**src/rtl/core_memory_arbiter.sv**
```systemverilog
`default_nettype none
// ============================================================================
//  Module   : core_memory_arbiter
//  Purpose  : Shares one core memory port between NUM_PORTS masters.
//             Round-robin grant, one outstanding transaction at a time,
//             per-port response routing and a watchdog that aborts a WAIT
//             with a one-cycle bus-error pulse if memory never answers.
//  Revision : 1.0  initial release
// ----------------------------------------------------------------------------
//  Ports
//    clk, reset                   clock, asynchronous active-high reset
//    port_memory_enable/command   per-port request and command (1 = write)
//    port_read/write_memory_*     packed per-port address / data / mask,
//                                 port i at [i*W +: W]
//    port_memory_ready            per-port accept (owner only, in ISSUE)
//    port_memory_valid            per-port one-cycle completion pulse
//    port_read_memory_data        read data, qualified by port_memory_valid
//    port_bus_error               per-port one-cycle timeout pulse
//    memory_ready/valid           downstream accept / completion
//    read_memory_data             downstream read data
//    read/write_memory_*,
//    memory_command/enable        downstream request
//    busy                         arbiter not idle
//    debug_owner                  current or most recent owner
// ============================================================================
module core_memory_arbiter #(
   parameter int NUM_PORTS  = 2,
   parameter int ADDR_WIDTH = 32,
   parameter int DATA_WIDTH = 32,
   parameter int TIMEOUT    = 255
) (
   input  logic                             clk,
   input  logic                             reset,
   input  logic [NUM_PORTS-1:0]             port_memory_enable,
   input  logic [NUM_PORTS-1:0]             port_memory_command,
   input  logic [NUM_PORTS*ADDR_WIDTH-1:0]  port_read_memory_address,
   input  logic [NUM_PORTS*ADDR_WIDTH-1:0]  port_write_memory_address,
   input  logic [NUM_PORTS*DATA_WIDTH-1:0]  port_write_memory_data,
   input  logic [NUM_PORTS*DATA_WIDTH-1:0]  port_write_memory_mask,
   output logic [NUM_PORTS-1:0]             port_memory_ready,
   output logic [NUM_PORTS-1:0]             port_memory_valid,
   output logic [DATA_WIDTH-1:0]            port_read_memory_data,
   output logic [NUM_PORTS-1:0]             port_bus_error,
   input  logic                             memory_ready,
   input  logic                             memory_valid,
   input  logic [DATA_WIDTH-1:0]            read_memory_data,
   output logic [ADDR_WIDTH-1:0]            read_memory_address,
   output logic [ADDR_WIDTH-1:0]            write_memory_address,
   output logic [DATA_WIDTH-1:0]            write_memory_data,
   output logic [DATA_WIDTH-1:0]            write_memory_mask,
   output logic                             memory_command,
   output logic                             memory_enable,
   output logic                             busy,
   output logic [$clog2(NUM_PORTS)-1:0]     debug_owner
);

   localparam int c_owner_w = $clog2(NUM_PORTS);
   // TIMEOUT = 0 disables the watchdog; keep at least one bit so the
   // counter stays a legal vector.
   localparam int c_wd_w = (TIMEOUT > 0) ? $clog2(TIMEOUT + 1) : 1;
   localparam bit c_wd_en = (TIMEOUT > 0);
   localparam logic [c_wd_w-1:0] c_wd_limit =
      (TIMEOUT > 0) ? c_wd_w'(TIMEOUT - 1) : '0;
   localparam logic [c_wd_w-1:0]    c_wd_max    = '1;
   localparam logic [c_owner_w-1:0] c_last_rst  = c_owner_w'(NUM_PORTS - 1);
   localparam logic [NUM_PORTS-1:0] c_one       = NUM_PORTS'(1);

   typedef enum logic [1:0] {
      S_IDLE  = 2'd0,
      S_ISSUE = 2'd1,
      S_WAIT  = 2'd2
   } state_t;

   state_t                r_state;
   state_t                w_state_nxt;
   logic [c_owner_w-1:0]  r_owner;
   logic [c_owner_w-1:0]  w_owner_nxt;
   logic [c_owner_w-1:0]  r_last_grant;
   logic [c_owner_w-1:0]  w_last_nxt;
   logic [c_wd_w-1:0]     r_watchdog;
   logic [c_wd_w-1:0]     w_wd_nxt;

   logic [NUM_PORTS-1:0]  w_owner_oh;
   logic                  w_expired;
   logic                  w_hi_found;
   logic                  w_lo_found;
   logic [c_owner_w-1:0]  w_hi_pick;
   logic [c_owner_w-1:0]  w_lo_pick;
   logic [c_owner_w-1:0]  w_grant;
   logic                  w_any_req;

   logic [ADDR_WIDTH-1:0] w_raddr [NUM_PORTS];
   logic [ADDR_WIDTH-1:0] w_waddr [NUM_PORTS];
   logic [DATA_WIDTH-1:0] w_wdata [NUM_PORTS];
   logic [DATA_WIDTH-1:0] w_wmask [NUM_PORTS];

   generate
      for (genvar gi = 0; gi < NUM_PORTS; gi++) begin : g_unpack
         assign w_raddr[gi] = port_read_memory_address [gi*ADDR_WIDTH +: ADDR_WIDTH];
         assign w_waddr[gi] = port_write_memory_address[gi*ADDR_WIDTH +: ADDR_WIDTH];
         assign w_wdata[gi] = port_write_memory_data   [gi*DATA_WIDTH +: DATA_WIDTH];
         assign w_wmask[gi] = port_write_memory_mask   [gi*DATA_WIDTH +: DATA_WIDTH];
      end
   endgenerate

   assign w_owner_oh  = c_one << r_owner;
   assign w_expired   = c_wd_en && (r_watchdog == c_wd_limit);
   assign busy        = (r_state != S_IDLE);
   assign debug_owner = r_owner;

   // Round-robin pick: the lowest requester above last_grant wins; if there
   // is none, wrap and take the lowest requester at or below last_grant.
   // Scanning downward leaves the lowest index in each group.
   always_comb begin
      w_hi_found = 1'b0;
      w_lo_found = 1'b0;
      w_hi_pick  = '0;
      w_lo_pick  = '0;
      for (int i = NUM_PORTS - 1; i >= 0; i--) begin
         if (port_memory_enable[i]) begin
            if (i > int'(r_last_grant)) begin
               w_hi_found = 1'b1;
               w_hi_pick  = c_owner_w'(i);
            end else begin
               w_lo_found = 1'b1;
               w_lo_pick  = c_owner_w'(i);
            end
         end
      end
      w_grant   = w_hi_found ? w_hi_pick : w_lo_pick;
      w_any_req = w_hi_found | w_lo_found;
   end

   always_ff @(posedge clk or posedge reset) begin
      if (reset) begin
         r_state      <= S_IDLE;
         r_owner      <= '0;
         r_last_grant <= c_last_rst;
         r_watchdog   <= '0;
      end else begin
         r_state      <= w_state_nxt;
         r_owner      <= w_owner_nxt;
         r_last_grant <= w_last_nxt;
         r_watchdog   <= w_wd_nxt;
      end
   end

   always_comb begin
      w_state_nxt           = r_state;
      w_owner_nxt           = r_owner;
      w_last_nxt            = r_last_grant;
      w_wd_nxt              = r_watchdog;
      memory_enable         = 1'b0;
      memory_command        = 1'b0;
      read_memory_address   = '0;
      write_memory_address  = '0;
      write_memory_data     = '0;
      write_memory_mask     = '0;
      port_memory_ready     = '0;
      port_memory_valid     = '0;
      port_bus_error        = '0;
      port_read_memory_data = '0;

      case (r_state)
         S_IDLE: begin
            // memory_valid here is spurious and deliberately ignored
            if (w_any_req) begin
               w_owner_nxt = w_grant;
               w_state_nxt = S_ISSUE;
            end
         end

         S_ISSUE: begin
            memory_enable        = port_memory_enable[r_owner];
            memory_command       = port_memory_command[r_owner];
            read_memory_address  = w_raddr[r_owner];
            write_memory_address = w_waddr[r_owner];
            write_memory_data    = w_wdata[r_owner];
            write_memory_mask    = w_wmask[r_owner];
            port_memory_ready    = memory_ready ? w_owner_oh : '0;
            if (!port_memory_enable[r_owner]) begin
               // Owner withdrew before handshake: abandon silently and keep
               // last_grant so the same port is not skipped next round.
               w_state_nxt = S_IDLE;
            end else if (memory_ready) begin
               w_state_nxt = S_WAIT;
               w_wd_nxt    = '0;
            end
         end

         S_WAIT: begin
            // A completion in the expiry cycle takes precedence over the error
            if (memory_valid) begin
               port_memory_valid     = w_owner_oh;
               port_read_memory_data = read_memory_data;
               w_last_nxt            = r_owner;
               w_state_nxt           = S_IDLE;
            end else if (w_expired) begin
               port_bus_error = w_owner_oh;
               w_last_nxt     = r_owner;
               w_state_nxt    = S_IDLE;
            end else if (r_watchdog != c_wd_max) begin
               w_wd_nxt = r_watchdog + 1'b1;
            end
         end

         default: begin
            w_state_nxt = S_IDLE;
         end
      endcase
   end

endmodule
`default_nettype wire

```
**config.mk**
```make
export PLATFORM = sky130hd
export DESIGN_NAME = core_memory_arbiter
export DESIGN_NICKNAME = d
export VERILOG_FILES = /design/src/rtl/core_memory_arbiter.sv
export SDC_FILE = /design/constraint.sdc
export NUM_CORES = 1
export LEC_CHECK = 0
export BUFFER_PORTS_ARGS = -buffer_cell sky130_fd_sc_hd__buf_2
export CAP_MARGIN = 20
export CORE_AREA = 2 2 183 185
export DETAILED_ROUTE_END_ITERATION = 6
export DIE_AREA = 0 0 185 187
export SYNTH_ARGS = -nofsm -noshare
export SYNTH_HDL_FRONTEND = slang
export SYNTH_SLANG_ARGS = --single-unit
```
**constraint.sdc**
```tcl
create_clock -name clk -period 2.4 [get_ports clk]
set_input_delay 0.48 -clock clk [delete_from_list [all_inputs] [get_ports clk]]
set_output_delay 0.48 -clock clk [all_outputs]
set_load 0.01 [all_outputs]
```
; ---- Word-level counts from Yosys, hierarchy flattened
; Index checks and enable logic that the tools add are counted.
; Widths: inputs -> output; s select.
[classes]
eq_ne = 12
magnitude_cmp = 3
muxes = 52
n_shift = 1
div_mod_pow = 0
addsub = 1
n_mul = 0
n_bitwise = 2
reduce_logical = 8
[op_table]
columns = op, count
row1 = $mux 32, 18
row2 = $mux 8, 5
row3 = $mux 2, 12
row4 = $pmux 8 s2, 1
row5 = $mux 1, 15
row6 = $ne 2x2->1 const B, 6
row7 = $add 8x1->8 const B, 1
row8 = $eq 8x8->1 const B, 1
row9 = $ne 8x8->1 const B, 1
row10 = $ne 3x3->1 const B, 2
row11 = $pmux 2 s3, 1
row12 = $reduce_and 6->1, 1
row13 = $reduce_bool 2->1, 3
row14 = $reduce_and 2->1, 2
row15 = $reduce_and 3->1, 1
row16 = $eq 2x1->1 const B, 1
row17 = $eq 2x2->1 const B, 1
row18 = $ge 2x2->1 const B, 1
row19 = $logic_not 2->1, 1
row20 = $lt 1x2->1 const B, 1
row21 = $not 1->2, 1
row22 = $shl 1x1->2 const A, 1
row23 = $gt 1x1->1 const A, 1
row24 = $or 1x1->1, 1
[word_totals]
n_memories = 0
out_inout_bits = 170
wordCells = 83
ram_bits = 0
rom_bits = 0
register_bits = 12
latch_bits = 0
in_bits = 296

; ---- Longest topological paths before layout
; Gate-level depths: netlist (run 1).
[logic_depth]
depth_word = 7
ltp_mapped = 6
depth_no_buf = 6

; ---- Least setup slack after synthesis (run 1)
; Ideal clock, no wire load.
[synth_timing]
kind = flip-flop to output port
start = reg r_owner, in the netlist debug_owner
end = out read_memory_address[26]
path_slack_ps = 527
arrival_ps = 1393
stages_incl_launch_ff = 6
required_ps = 1920
n_path_buf = 3
path_cell_list = dfrtp_1 -> buf_4 -> buf_2 -> clkbuf_1 -> mux2i_1 -> nor2_1
[synth_via]
elab_chain_len = 5
[synth_rtl]
columns = element, line_no
row1 = from (decl), 76  ; logic [c_owner_w-1:0] r_owner;
row2 = from (signal assigned), 142  ; r_owner <= w_owner_nxt;
row3 = $not 1->2 (implied by the code), 176  ; read_memory_address = w_raddr[r_owner];
row4 = $mux 32 (implied by the code) (3 in a row), 176
row5 = $mux 32, 164  ; case (r_state)
row6 = to (decl), 47  ; output logic [ADDR_WIDTH-1:0] read_memory_address,
; Every way passes these cells. The select of a mux whose other input is x is not followed.

; ---- Worst setup path after layout (run 1)
[layout_timing]
start = reg r_owner, in the netlist debug_owner
end = out write_memory_data[4]
[layout_via]
elab_chain_len = 5
[layout_rtl]
columns = element, line_no
row1 = $not 1->2 (implied by the code), 178  ; write_memory_data = w_wdata[r_owner];
row2 = $mux 32 (implied by the code) (3 in a row), 178
row3 = $mux 32, 164
row4 = to (decl), 49  ; output logic [DATA_WIDTH-1:0] write_memory_data,
; Every way passes these cells. The select of a mux whose other input is x is not followed.

==> impl_metrics.prom, run 1 <==
# TYPE chip_impl_metric gauge
chip_impl_info{name="status",value="finished, final reports clean"} 1
chip_impl_metric{name="quantity_of_hold_fixing_buffers_added_after_cts",unit=""} 0
chip_impl_metric{name="worst_slew_pin_slew",unit="ns"} 0.484
chip_impl_info{name="synth_top_cell_by_area",value="mux2i_1"} 1
chip_impl_info{name="reg2reg_to",value="r_watchdog[2]$_DFFE_PP0P_"} 1
chip_impl_metric{name="grt_antenna_before_repair",unit=""} 7
chip_impl_metric{name="cp_data_required_time",unit="ns"} 1.92
chip_impl_metric{name="place.gp.congestion",unit=""} 0.844
chip_impl_info{name="tritoncts",value="yes"} 1
chip_impl_metric{name="setup_slack",unit="ns"} 0.112
chip_impl_info{name="top_family_by_delay_on_critical_path",value="flip-flops"} 1
chip_impl_metric{name="die_area",unit="µm²"} 34600
chip_impl_metric{name="grt_pass1_wl",unit="µm"} 25000
chip_impl_metric{name="fp-row-count",unit=""} 67
chip_impl_metric{name="synth_seq_cells",unit=""} 12
chip_impl_info{name="timing.setup.critical_path_class",value="reg -> out"} 1
chip_impl_metric{name="wp_buf_inv",unit=""} 2
chip_impl_metric{name="groute.usage.overall",unit="%"} 9.53
chip_impl_info{name="yosysMostFrequentCell",value="nor2_1"} 1
chip_impl_metric{name="drc",unit=""} 0
chip_impl_metric{name="ant_nets",unit=""} 0
chip_impl_metric{name="postCtsSetupRepairBufs",unit=""} 0
chip_impl_metric{name="final.min_clock_period",unit="ns"} 2.29
chip_impl_metric{name="start_util",unit="%"} 9.02
chip_impl_metric{name="count_of_unique_library_cells_instantiated_by_yosys",unit=""} 43
chip_impl_metric{name="worst_clock_skew",unit="ns"} 0.00406
chip_impl_metric{name="maxClockFrequency",unit="GHz"} 0.437
chip_impl_metric{name="dpl_worst_slack",unit="ns"} 0.374
chip_impl_metric{name="combinationalPowerShare",unit="%"} 87.2
chip_impl_metric{name="slowest_delay",unit="ns"} 0.45
chip_impl_metric{name="post_cts_gate_resize_count",unit=""} 0
chip_impl_metric{name="port_buffers",unit=""} 465
chip_impl_metric{name="setup.reg_to_reg.worst_slack",unit="ns"} 0.53
chip_impl_metric{name="sw_frac_of_total",unit="%"} 52.9
chip_impl_info{name="rr_startpoint",value="r_state[0]$_DFFE_PP0P_"} 1
chip_impl_metric{name="dr_total_vias",unit=""} 4802
chip_impl_info{name="unrepaired_setup_endpoints_after_global_routing",value="no"} 1
chip_impl_metric{name="fp.dieW",unit="µm"} 185
chip_impl_metric{name="post-dp-hpwl",unit="µm"} 16200
chip_impl_metric{name="core-area",unit="µm²"} 32900
chip_impl_info{name="worstHoldPathType",value="in -> async"} 1
chip_impl_metric{name="ys.warnings.count",unit=""} 0
chip_impl_metric{name="syn_inst",unit=""} 423
chip_impl_metric{name="numCtsBuffers",unit=""} 3
chip_impl_metric{name="grt_start_max_net_pins",unit=""} 88
chip_impl_metric{name="report.final.hold_viol_count",unit=""} 0
chip_impl_info{name="netlist_top_cells_count",value="nor2_1 (142), mux2i_1 (130), and2_1 (34), clkbuf_1 (20), buf_2 (16)"} 1
chip_impl_info{name="cp_cell_sequence",value="buf_12 > mux2i_1 > nor2_1 > buf_2"} 1
chip_impl_metric{name="ff_latch_area",unit="µm²"} 305
chip_impl_metric{name="finalCoreUtilization",unit="%"} 18.0
chip_impl_info{name="slowest_stage",value="dfrtp_4"} 1
chip_impl_metric{name="layout-drive-gt1-share",unit="%"} 55.9
chip_impl_metric{name="post_synth_instance_area",unit="µm²"} 2960
chip_impl_metric{name="dieHeight",unit="µm"} 187
chip_impl_metric{name="power_per_cell_area",unit="nW/µm²"} 884
chip_impl_metric{name="clock_tree.htree_level_count",unit=""} 1
chip_impl_metric{name="synth.top_cell.area_share",unit="%"} 43.9
chip_impl_metric{name="drt_iter0_drc",unit=""} 111
chip_impl_metric{name="async_reset_ff_share",unit="%"} 100
chip_impl_metric{name="drt-vias-per-instance",unit=""} 3.65
chip_impl_info{name="kind_of_end_point_of_the_critical_path",value="output port"} 1
chip_impl_metric{name="r2r.worst_path.cells",unit=""} 4
chip_impl_metric{name="fin_nets",unit=""} 1166
chip_impl_metric{name="drt_pre_antenna_iters",unit=""} 4
chip_impl_metric{name="clk_transition_reported_paths",unit="ns"} 0.05
chip_impl_metric{name="sum_neg_setup_slack",unit="ns"} 0
chip_impl_metric{name="setup-violations-final",unit=""} 0
chip_impl_metric{name="finalMaxSlewViolations",unit=""} 0
chip_impl_info{name="worstSetupStartpointType",value="flop"} 1
chip_impl_metric{name="p_sw",unit="mW"} 2.77
chip_impl_metric{name="timing.final.crit_share",unit="%"} 95.3
chip_impl_metric{name="critPathMaxFanout",unit=""} 59
chip_impl_info{name="netlist_top_cells_area",value="mux2i_1 (44%), nor2_1 (18%), dfrtp_1 (9.3%)"} 1
chip_impl_metric{name="p_int",unit="mW"} 2.46
chip_impl_metric{name="fin_cells",unit=""} 1317
chip_impl_metric{name="syn2layout_area_growth",unit="%"} 99.9
chip_impl_metric{name="syn-mean-instance-area",unit="µm²"} 7.00
chip_impl_metric{name="synth_edf_count",unit=""} 0
chip_impl_info{name="cts.root.buffer_cell",value="clkbuf_16"} 1
chip_impl_metric{name="cts.sink_count",unit=""} 12
chip_impl_metric{name="overflow_left_after_global_routing",unit=""} 0
chip_impl_metric{name="detail_route.wirelength",unit="µm"} 18400
chip_impl_metric{name="syn_nets",unit=""} 721
chip_impl_metric{name="clock_latency",unit="ns"} 0.24
chip_impl_metric{name="post-place-cells",unit=""} 1311
chip_impl_metric{name="timing.max_slew.rel_slack",unit="%"} 67.7
chip_impl_metric{name="clock_path_buffers",unit=""} 2
chip_impl_metric{name="final.fill_count",unit=""} 3787
chip_impl_metric{name="cellLeakagePower",unit="nW"} 3.71
chip_impl_metric{name="routed_len_inst",unit="µm"} 14.0
chip_impl_metric{name="vias_in_the_first_global_route",unit=""} 4571
chip_impl_metric{name="p_seq_share",unit="%"} 6.8
chip_impl_metric{name="hold_slack",unit="ns"} 0.264
chip_impl_metric{name="max_cap_viol_count",unit=""} 0
chip_impl_metric{name="worstPathArrival",unit="ns"} 1.81
chip_impl_metric{name="pin_count",unit=""} 466
chip_impl_metric{name="area_occupied_by_multi_input_gates",unit="µm²"} 2490
chip_impl_info{name="ys.flop_type",value="dfrtp_1"} 1
chip_impl_metric{name="synth_seq_area_share",unit="%"} 10.2
chip_impl_metric{name="clkPwrFrac",unit="%"} 6.0
chip_impl_metric{name="vdd_drop_max",unit="µV"} 855
## layout by cell type (no fill, tap or decap), types with 2 or more instances in the layout
cell type	synthesis	layout
a21oi_1	5	5
a31oi_1	4	4
and2_1	34	34
and3_1	4	4
and4_1	2	2
buf_12	0	4
buf_2	16	465
buf_4	1	8
clkbuf_16	0	3
dfrtp_1	11	10
diode_2	0	2
ha_1	2	2
inv_1	4	4
mux2_1	2	2
mux2i_1	130	130
nand2_1	10	10
nand2b_1	4	3
nand3_1	2	2
nand4_1	2	2
nor2_1	142	142
nor3_1	2	2
o21ai_1	2	2
o22a_1	2	2
## worst max path at each step
| stage | from | to | depth (start not counted) |
|---|---|---|---|
| global route | debug_owner$_DFFE_PP0P_ | write_memory_mask[29] | 5 |
| CTS | debug_owner$_DFFE_PP0P_ | write_memory_data[4] | 4 |
| global placement | debug_owner$_DFFE_PP0P_ | write_memory_data[4] | 4 |
| floorplan | debug_owner$_DFFE_PP0P_ | read_memory_address[26] | 5 |
| finish | debug_owner$_DFFE_PP0P_ | write_memory_data[4] | 4 |
| detailed placement | debug_owner$_DFFE_PP0P_ | write_memory_data[4] | 4 |
## routing by layer
layer | GRT usage, % | wire length, µm | up-vias
met2 | 18.2 | 9210 | 295
met1 | 10.2 | 7090 | 2150
li1 | - | - | 2332
met5 | 0 | 46 | -
met3 | 2.26 | 1750 | 19
met4 | 3.08 | 317 | 6
## metrics by stage
step	total power [mW]	area, µm²
3_5_place_dp	4.96	5840
3_3_place_gp	4.89	5840
2_1_floorplan	3.10	2960
5_1_grt	5.62	5920
6_report	5.24	5920
4_1_cts	5.29	5920
## cells by family (layout without fill, tap and decap cells)
| family | after synthesis | count (layout) | share of synthesized area [%] |
|---|---|---|---|
| compound gates | 25 | 25 | 6.08 |
| fa+ha+maj | 2 | 2 | 0.844 |
| buf+inv | 41 | 485 | 6.00 |
| flops | 12 | 12 | 10.2 |
| mux | 132 | 132 | 44.7 |
| other cells | 0 | 2 | 0 |
| simple gates | 211 | 211 | 32.2 |
## worst reg2reg max path, cell delays in order (launching register included)
cell and delay, ns:
dfrtp_1 0.48, and2b_1 0.44, o211ai_1 0.16, a2111o_1 0.45, a22o_1 0.23
## layout make-up
class	count	area share [%]
Multi-Input combinational cell	370	42.1
Clock buffer	4	1.33
Timing Repair Buffer	477	41.7
Antenna cell	2	0.0845
Inverter	4	0.253
Tap cell	448	9.46
Sequential cell	12	5.15
## flip-flops by register name, summed over array words and instances, names as in the netlist
| register | cells |
|---|---|
| r_state | 2 |
| r_watchdog | 8 |
| r_last_grant | 1 |
| debug_owner | 1 |
## power by group through the flow
stage	Combinational (mW)	Clock (mW)	Sequential, mW
2_1_floorplan	2.78	0	0.316
3_3_place_gp	4.54	0	0.352
3_5_place_dp	4.60	0	0.358
4_1_cts	4.62	0.323	0.355
5_1_grt	4.92	0.333	0.369
6_report	4.57	0.315	0.355
Note: power is estimated with default switching activity, not from simulation.
==> inputs of run 2 (changes only) <==
==> constraint.sdc (replaced) <==
create_clock -name clk -period 2.4 [get_ports clk]
set_input_delay 0.48 -clock clk [delete_from_list [all_inputs] [get_ports clk]]
set_output_delay 0.48 -clock clk [all_outputs]
set_load 0.02 [all_outputs]
==> impl_metrics.prom, run 2 (synthesized netlist as in run 1, its figures left out) <==
# TYPE chip_impl_metric gauge
chip_impl_metric{name="layout-drive-gt1-share",unit="%"} 56.0
chip_impl_metric{name="drt_iter0_drc",unit=""} 90
chip_impl_metric{name="timing.final.crit_share",unit="%"} 95.3
chip_impl_metric{name="setup-violations-final",unit=""} 0
chip_impl_metric{name="fin_nets",unit=""} 1168
chip_impl_metric{name="post-dp-hpwl",unit="µm"} 16000
chip_impl_metric{name="start_util",unit="%"} 9.02
chip_impl_metric{name="report.final.hold_viol_count",unit=""} 0
chip_impl_metric{name="largest_register_ff_count",unit=""} 8
chip_impl_metric{name="quantity_of_hold_fixing_buffers_added_after_cts",unit=""} 0
chip_impl_metric{name="fp-row-count",unit=""} 67
chip_impl_metric{name="vdd_drop_max",unit="µV"} 1180
chip_impl_metric{name="clk_transition_reported_paths",unit="ns"} 0.05
chip_impl_metric{name="drt_pre_antenna_iters",unit=""} 4
chip_impl_metric{name="drc",unit=""} 0
chip_impl_info{name="worstSetupStartpointType",value="flop"} 1
chip_impl_metric{name="cellLeakagePower",unit="nW"} 3.72
chip_impl_info{name="cp_cell_sequence",value="buf_12 > buf_4 > mux2i_1 > nor2_1 > buf_2"} 1
chip_impl_metric{name="finalMaxSlewViolations",unit=""} 0
chip_impl_metric{name="vias_in_the_first_global_route",unit=""} 4553
chip_impl_metric{name="final.min_clock_period",unit="ns"} 2.29
chip_impl_metric{name="routed_len_inst",unit="µm"} 13.8
chip_impl_metric{name="clock_latency",unit="ns"} 0.25
chip_impl_info{name="top_flop_regs",value="r_watchdog: 8 flops, r_state: 2 flops"} 1
chip_impl_metric{name="clock_tree.htree_level_count",unit=""} 1
chip_impl_metric{name="critPathMaxFanout",unit=""} 58
chip_impl_info{name="timing.setup.critical_path_class",value="reg -> out"} 1
chip_impl_metric{name="grt_antenna_before_repair",unit=""} 6
chip_impl_metric{name="sum_neg_setup_slack",unit="ns"} 0
chip_impl_info{name="kind_of_end_point_of_the_critical_path",value="output port"} 1
chip_impl_info{name="worstHoldPathType",value="in -> async"} 1
chip_impl_info{name="layout.cells.most_common_list",value="buf_2 (465), nor2_1 (142), mux2i_1 (130), and2_1 (34)"} 1
chip_impl_metric{name="cp_data_required_time",unit="ns"} 1.92
chip_impl_metric{name="worst_slew_pin_slew",unit="ns"} 0.463
chip_impl_metric{name="power_per_cell_area",unit="nW/µm²"} 1010
chip_impl_metric{name="die_area",unit="µm²"} 34600
chip_impl_metric{name="detail_route.wirelength",unit="µm"} 18200
chip_impl_metric{name="place.gp.congestion",unit=""} 0.856
chip_impl_metric{name="dieHeight",unit="µm"} 187
chip_impl_info{name="final_common_cell",value="buf_2"} 1
chip_impl_metric{name="dr_total_vias",unit=""} 4805
chip_impl_metric{name="cts.sink_count",unit=""} 12
chip_impl_metric{name="core-area",unit="µm²"} 32900
chip_impl_metric{name="finalCoreUtilization",unit="%"} 18.1
chip_impl_metric{name="drt-vias-per-instance",unit=""} 3.64
chip_impl_info{name="status",value="finished, final reports clean"} 1
chip_impl_metric{name="grt_pass1_wl",unit="µm"} 25000
chip_impl_metric{name="wp_buf_inv",unit=""} 3
chip_impl_info{name="regMostFlops",value="r_watchdog"} 1
chip_impl_metric{name="fp.dieW",unit="µm"} 185
chip_impl_metric{name="timing.max_slew.rel_slack",unit="%"} 69.1
chip_impl_metric{name="overflow_left_after_global_routing",unit=""} 0
chip_impl_info{name="tritoncts",value="yes"} 1
chip_impl_metric{name="grt_start_max_net_pins",unit=""} 86
chip_impl_metric{name="groute.usage.overall",unit="%"} 9.50
chip_impl_metric{name="postCtsSetupRepairBufs",unit=""} 0
chip_impl_metric{name="pin_count",unit=""} 466
chip_impl_metric{name="syn2layout_area_growth",unit="%"} 100
chip_impl_metric{name="worst_clock_skew",unit="ns"} 0.00461
chip_impl_info{name="top_family_by_delay_on_critical_path",value="buffers and inverters"} 1
chip_impl_metric{name="ant_nets",unit=""} 0
chip_impl_metric{name="post_cts_gate_resize_count",unit=""} 0
chip_impl_metric{name="port_buffers",unit=""} 465
chip_impl_metric{name="maxClockFrequency",unit="GHz"} 0.437
chip_impl_info{name="unrepaired_setup_endpoints_after_global_routing",value="no"} 1
chip_impl_metric{name="worstPathArrival",unit="ns"} 1.81
chip_impl_info{name="slowest_stage",value="dfrtp_4"} 1
chip_impl_metric{name="max_cap_viol_count",unit=""} 0
chip_impl_metric{name="clock_path_buffers",unit=""} 2
chip_impl_metric{name="final.fill_count",unit=""} 3811
chip_impl_info{name="cts.root.buffer_cell",value="clkbuf_16"} 1
chip_impl_metric{name="numCtsBuffers",unit=""} 3
chip_impl_metric{name="slowest_delay",unit="ns"} 0.45
-- run 2: changes by cell type in the layout (fill, tap and decap cells not counted), sizes merged --
| cell | previous run | this run |
|---|---|---|
| buf | 477 | 479 |
-- run 2: path summary, 6_finish.rpt --
path	endpoint	slack, ns	startpoint	cells after the start
max	write_memory_data[1]	0.11	debug_owner$_DFFE_PP0P_	5
min	r_watchdog[7]$_DFFE_PP0P_	0.24	reset	2
max reg2reg	r_watchdog[2]$_DFFE_PP0P_	0.50	r_state[0]$_DFFE_PP0P_	4
min reg2reg	r_watchdog[7]$_DFFE_PP0P_	0.55	r_watchdog[7]$_DFFE_PP0P_	1
max in group asynchronous	debug_owner$_DFFE_PP0P_	1.80	reset	2
min in group clk	debug_owner$_DFFE_PP0P_	0.44	port_memory_enable[0]	2
-- run 2: power by group --
part / internal [mW] / switching, mW / leakage (nW) / total, mW
Sequential: 0.267 / 0.0887 / 0.157 / 0.356
Clock: 0.224 / 0.0949 / 0.0382 / 0.319
Combinational: 2.00 / 3.34 / 3.53 / 5.34
Total: 2.49 / 3.52 / 3.72 / 6.01
-- run 2: final cells by class --
class                           count  area (µm²)  area share [%]
Antenna cell                        2        5.00          0.0843
Inverter                            4        15.0           0.253
Tap cell                          448         561            9.44
Timing Repair Buffer              479        2480            41.8
Sequential cell                    12         305            5.14
Multi-Input combinational cell    370        2490            42.0
Clock buffer                        4        78.8            1.33
-- run 2: stage by stage --
step                setup slack [ns]  area, µm²  total power [mW]  hold slack [ns]  cells
floorplan                      0.321       2960              3.86            0.344    423
global placement               0.464       5850              5.70            0.537   1313
detailed placement             0.389       5850              5.77            0.533   1313
CTS                            0.122       5930              6.11            0.271   1317
global route                  0.0503       5940              6.43            0.312   1318
finish                         0.112       5940              6.01            0.242   1319
-- run 2: routing by layer --
layer,vias to the layer above,part of all wire (%),global-route usage (%)
li1,2330,-,-
met1,2141,37,10.2
met2,303,50,18.2
met3,23,9.6,1.64
met4,8,2.8,3.72
met5,-,0.27,0
==> inputs of run 3 (changes only) <==
--- a/config.mk
+++ b/config.mk
@@ -7,9 +7,9 @@
 export LEC_CHECK = 0
 export BUFFER_PORTS_ARGS = -buffer_cell sky130_fd_sc_hd__buf_2
 export CAP_MARGIN = 20
-export CORE_AREA = 2 2 183 185
+export CORE_AREA = 2 2 182 184
 export DETAILED_ROUTE_END_ITERATION = 6
-export DIE_AREA = 0 0 185 187
+export DIE_AREA = 0 0 184 186
 export SYNTH_ARGS = -nofsm -noshare
 export SYNTH_HDL_FRONTEND = slang
 export SYNTH_SLANG_ARGS = --single-unit
==> constraint.sdc (replaced) <==
create_clock -name clk -period 1.9 [get_ports clk]
set_input_delay 0.38 -clock clk [delete_from_list [all_inputs] [get_ports clk]]
set_output_delay 0.38 -clock clk [all_outputs]
set_load 0.02 [all_outputs]
==> impl_metrics.prom, run 3 (synthesized netlist as in run 1, its figures left out) <==
# TYPE chip_impl_metric gauge
chip_impl_metric{name="clk_transition_reported_paths",unit="ns"} 0.05
chip_impl_metric{name="hold_slack",unit="ns"} 0.177
chip_impl_metric{name="ant_nets",unit=""} 0
chip_impl_metric{name="worst_slew_pin_slew",unit="ns"} 0.526
chip_impl_metric{name="placement_cell_area",unit="µm²"} 5930
chip_impl_metric{name="core-area",unit="µm²"} 32200
chip_impl_metric{name="drt_pre_antenna_iters",unit=""} 5
chip_impl_metric{name="fp-row-count",unit=""} 66
chip_impl_metric{name="max_cap_viol_count",unit=""} 0
chip_impl_metric{name="syn2layout_area_growth",unit="%"} 134
chip_impl_metric{name="drc",unit=""} 0
chip_impl_metric{name="final.min_clock_period",unit="ns"} 1.98
chip_impl_metric{name="overflow_left_after_global_routing",unit=""} 0
chip_impl_metric{name="report.final.hold_viol_count",unit=""} 0
chip_impl_info{name="violated_checks",value="setup timing"} 1
chip_impl_metric{name="dr_total_vias",unit=""} 5188
chip_impl_info{name="tritoncts",value="yes"} 1
chip_impl_info{name="top_flop_regs",value="r_watchdog: 8 flops, r_state: 2 flops"} 1
chip_impl_info{name="cts.root.buffer_cell",value="clkbuf_16"} 1
chip_impl_metric{name="start_util",unit="%"} 9.20
chip_impl_metric{name="groute.usage.overall",unit="%"} 10.1
chip_impl_metric{name="wp_buf_inv",unit=""} 3
chip_impl_info{name="timing.setup.critical_path_class",value="reg -> out"} 1
chip_impl_metric{name="timing.max_slew.rel_slack",unit="%"} 64.9
chip_impl_info{name="kind_of_end_point_of_the_critical_path",value="output port"} 1
chip_impl_metric{name="maxClockFrequency",unit="GHz"} 0.505
chip_impl_info{name="top_family_by_delay_on_critical_path",value="buffers and inverters"} 1
chip_impl_metric{name="largest_register_ff_count",unit=""} 8
chip_impl_metric{name="cts.sink_count",unit=""} 12
chip_impl_metric{name="power_per_cell_area",unit="nW/µm²"} 1410
chip_impl_info{name="unrepaired_setup_endpoints_after_global_routing",value="yes"} 1
chip_impl_info{name="slowest_stage",value="dfrtp_4"} 1
chip_impl_metric{name="grt_pass1_wl",unit="µm"} 26000
chip_impl_metric{name="dieHeight",unit="µm"} 186
chip_impl_metric{name="setup_slack",unit="ns"} -0.0816
chip_impl_metric{name="fin_cells",unit=""} 1330
chip_impl_info{name="worstSetupStartpointType",value="flop"} 1
chip_impl_metric{name="port_buffers",unit=""} 465
chip_impl_metric{name="layout-drive-gt1-share",unit="%"} 61.6
chip_impl_metric{name="setup-violations-final",unit=""} 44
chip_impl_metric{name="grt_antenna_before_repair",unit=""} 6
chip_impl_metric{name="slowest_delay",unit="ns"} 0.48
chip_impl_metric{name="p_total",unit="mW"} 9.75
chip_impl_metric{name="die_area",unit="µm²"} 34200
chip_impl_info{name="status",value="finished, violations left"} 1
chip_impl_metric{name="worst_clock_skew",unit="ns"} 0.00118
chip_impl_info{name="most_used_cell_along_the_critical_path",value="buf_4"} 1
chip_impl_metric{name="cellLeakagePower",unit="nW"} 4.05
chip_impl_metric{name="pin_count",unit=""} 466
chip_impl_metric{name="worstPathArrival",unit="ns"} 1.60
chip_impl_metric{name="drt-vias-per-instance",unit=""} 3.90
chip_impl_metric{name="drt_iter0_drc",unit=""} 252
chip_impl_info{name="regMostFlops",value="r_watchdog"} 1
chip_impl_info{name="worstHoldPathType",value="in -> async"} 1
chip_impl_info{name="final_common_cell",value="buf_2"} 1
chip_impl_metric{name="vdd_drop_max",unit="µV"} 766
chip_impl_metric{name="detail_route.wirelength",unit="µm"} 20700
chip_impl_metric{name="clock_latency",unit="ns"} 0.25
chip_impl_metric{name="stdcell_area",unit="µm²"} 6920
chip_impl_metric{name="clock_tree.htree_level_count",unit=""} 1
chip_impl_metric{name="finalMaxSlewViolations",unit=""} 0
chip_impl_metric{name="cp_data_required_time",unit="ns"} 1.52
chip_impl_metric{name="numCtsBuffers",unit=""} 3
chip_impl_info{name="layout.cells.most_common_list",value="buf_2 (370), nor2_1 (136), buf_4 (123), mux2i_1 (116), and2_1 (34)"} 1
chip_impl_metric{name="fin_nets",unit=""} 1216
chip_impl_metric{name="post-dp-hpwl",unit="µm"} 15700
chip_impl_metric{name="routed_len_inst",unit="µm"} 15.6
chip_impl_metric{name="clock_path_buffers",unit=""} 2
chip_impl_metric{name="timing.final.crit_share",unit="%"} 104
chip_impl_metric{name="vias_in_the_first_global_route",unit=""} 4755
chip_impl_metric{name="grt_start_max_net_pins",unit=""} 50
chip_impl_metric{name="critPathMaxFanout",unit=""} 15
chip_impl_info{name="cp_cell_sequence",value="buf_12 > buf_4 > mux2i_2 > nor2_1 > buf_4"} 1
chip_impl_metric{name="fp.dieW",unit="µm"} 184
chip_impl_metric{name="dpl_worst_slack",unit="ns"} 0.0844
chip_impl_metric{name="post-place-cells",unit=""} 1288
chip_impl_metric{name="place.gp.congestion",unit=""} 0.907
[run 3: changes by cell type in the layout (fill, tap and decap cells not counted), moves of 4 or more]
cell / delta
mux2i_4: +4
mux2i_1: -14
buf_16: +8
mux2i_2: +10
buf_6: +15
buf_4: +113
nor2_2: +6
nor2_1: -6
buf_2: -95
[run 3: cell type report]
| cell class | count | area, µm² |
|---|---|---|
| multi-input cells | 374 | 2670 |
| inverters | 4 | 15.0 |
| well taps | 408 | 510 |
| repair buffers | 523 | 3320 |
| diodes | 5 | 12.5 |
| clock buffers | 4 | 88.8 |
| fillers | 3563 | 25300 |
| flip-flops and latches | 12 | 308 |
[run 3: worst paths after layout]
check	startpoint	end	slack, ns	cells past startpoint
hold / removal	reset	r_watchdog[4]$_DFFE_PP0P_	0.18	2
setup reg to reg	debug_owner$_DFFE_PP0P_	r_watchdog[4]$_DFFE_PP0P_	0.03	5
setup / recovery	debug_owner$_DFFE_PP0P_	write_memory_address[20]	-0.08	5
max in group asynchronous	reset	debug_owner$_DFFE_PP0P_	1.33	2
hold reg to reg	r_watchdog[7]$_DFFE_PP0P_	r_watchdog[7]$_DFFE_PP0P_	0.57	1
min in group clk	port_memory_enable[0]	debug_owner$_DFFE_PP0P_	0.41	2
[run 3: layer usage]
layer	track usage, %	up-vias	part of all wire, %
li1	-	2443	-
met1	11.0	2313	37
met2	19.0	377	50
met3	1.58	53	8.3
met4	5.15	2	4.5
met5	0	-	0.063
[run 3: what timing repair did]
item                                    4_1_cts  5_1_grt
pin swaps                                     5        5
endpoints found under the setup margin      158      154
resized for setup                            79       77
cloned                                        6        6
hold buffers                                  0        0
buffers inserted                             14        7
[run 3: power by group]
group | switching (mW) | internal, mW | total, mW
Combinational | 4.79 | 4.05 | 8.84
Sequential | 0.122 | 0.341 | 0.463
Clock | 0.132 | 0.320 | 0.452
Total | 5.05 | 4.71 | 9.75
[run 3: per-stage QoR]
step                      TNS [ns]  util [%]
after floorplan                  0         -
after global placement           0      18.4
after detailed placement         0      18.4
after CTS                    -1.62      20.2
after global routing         -4.67      21.5
final                       -0.847      21.5
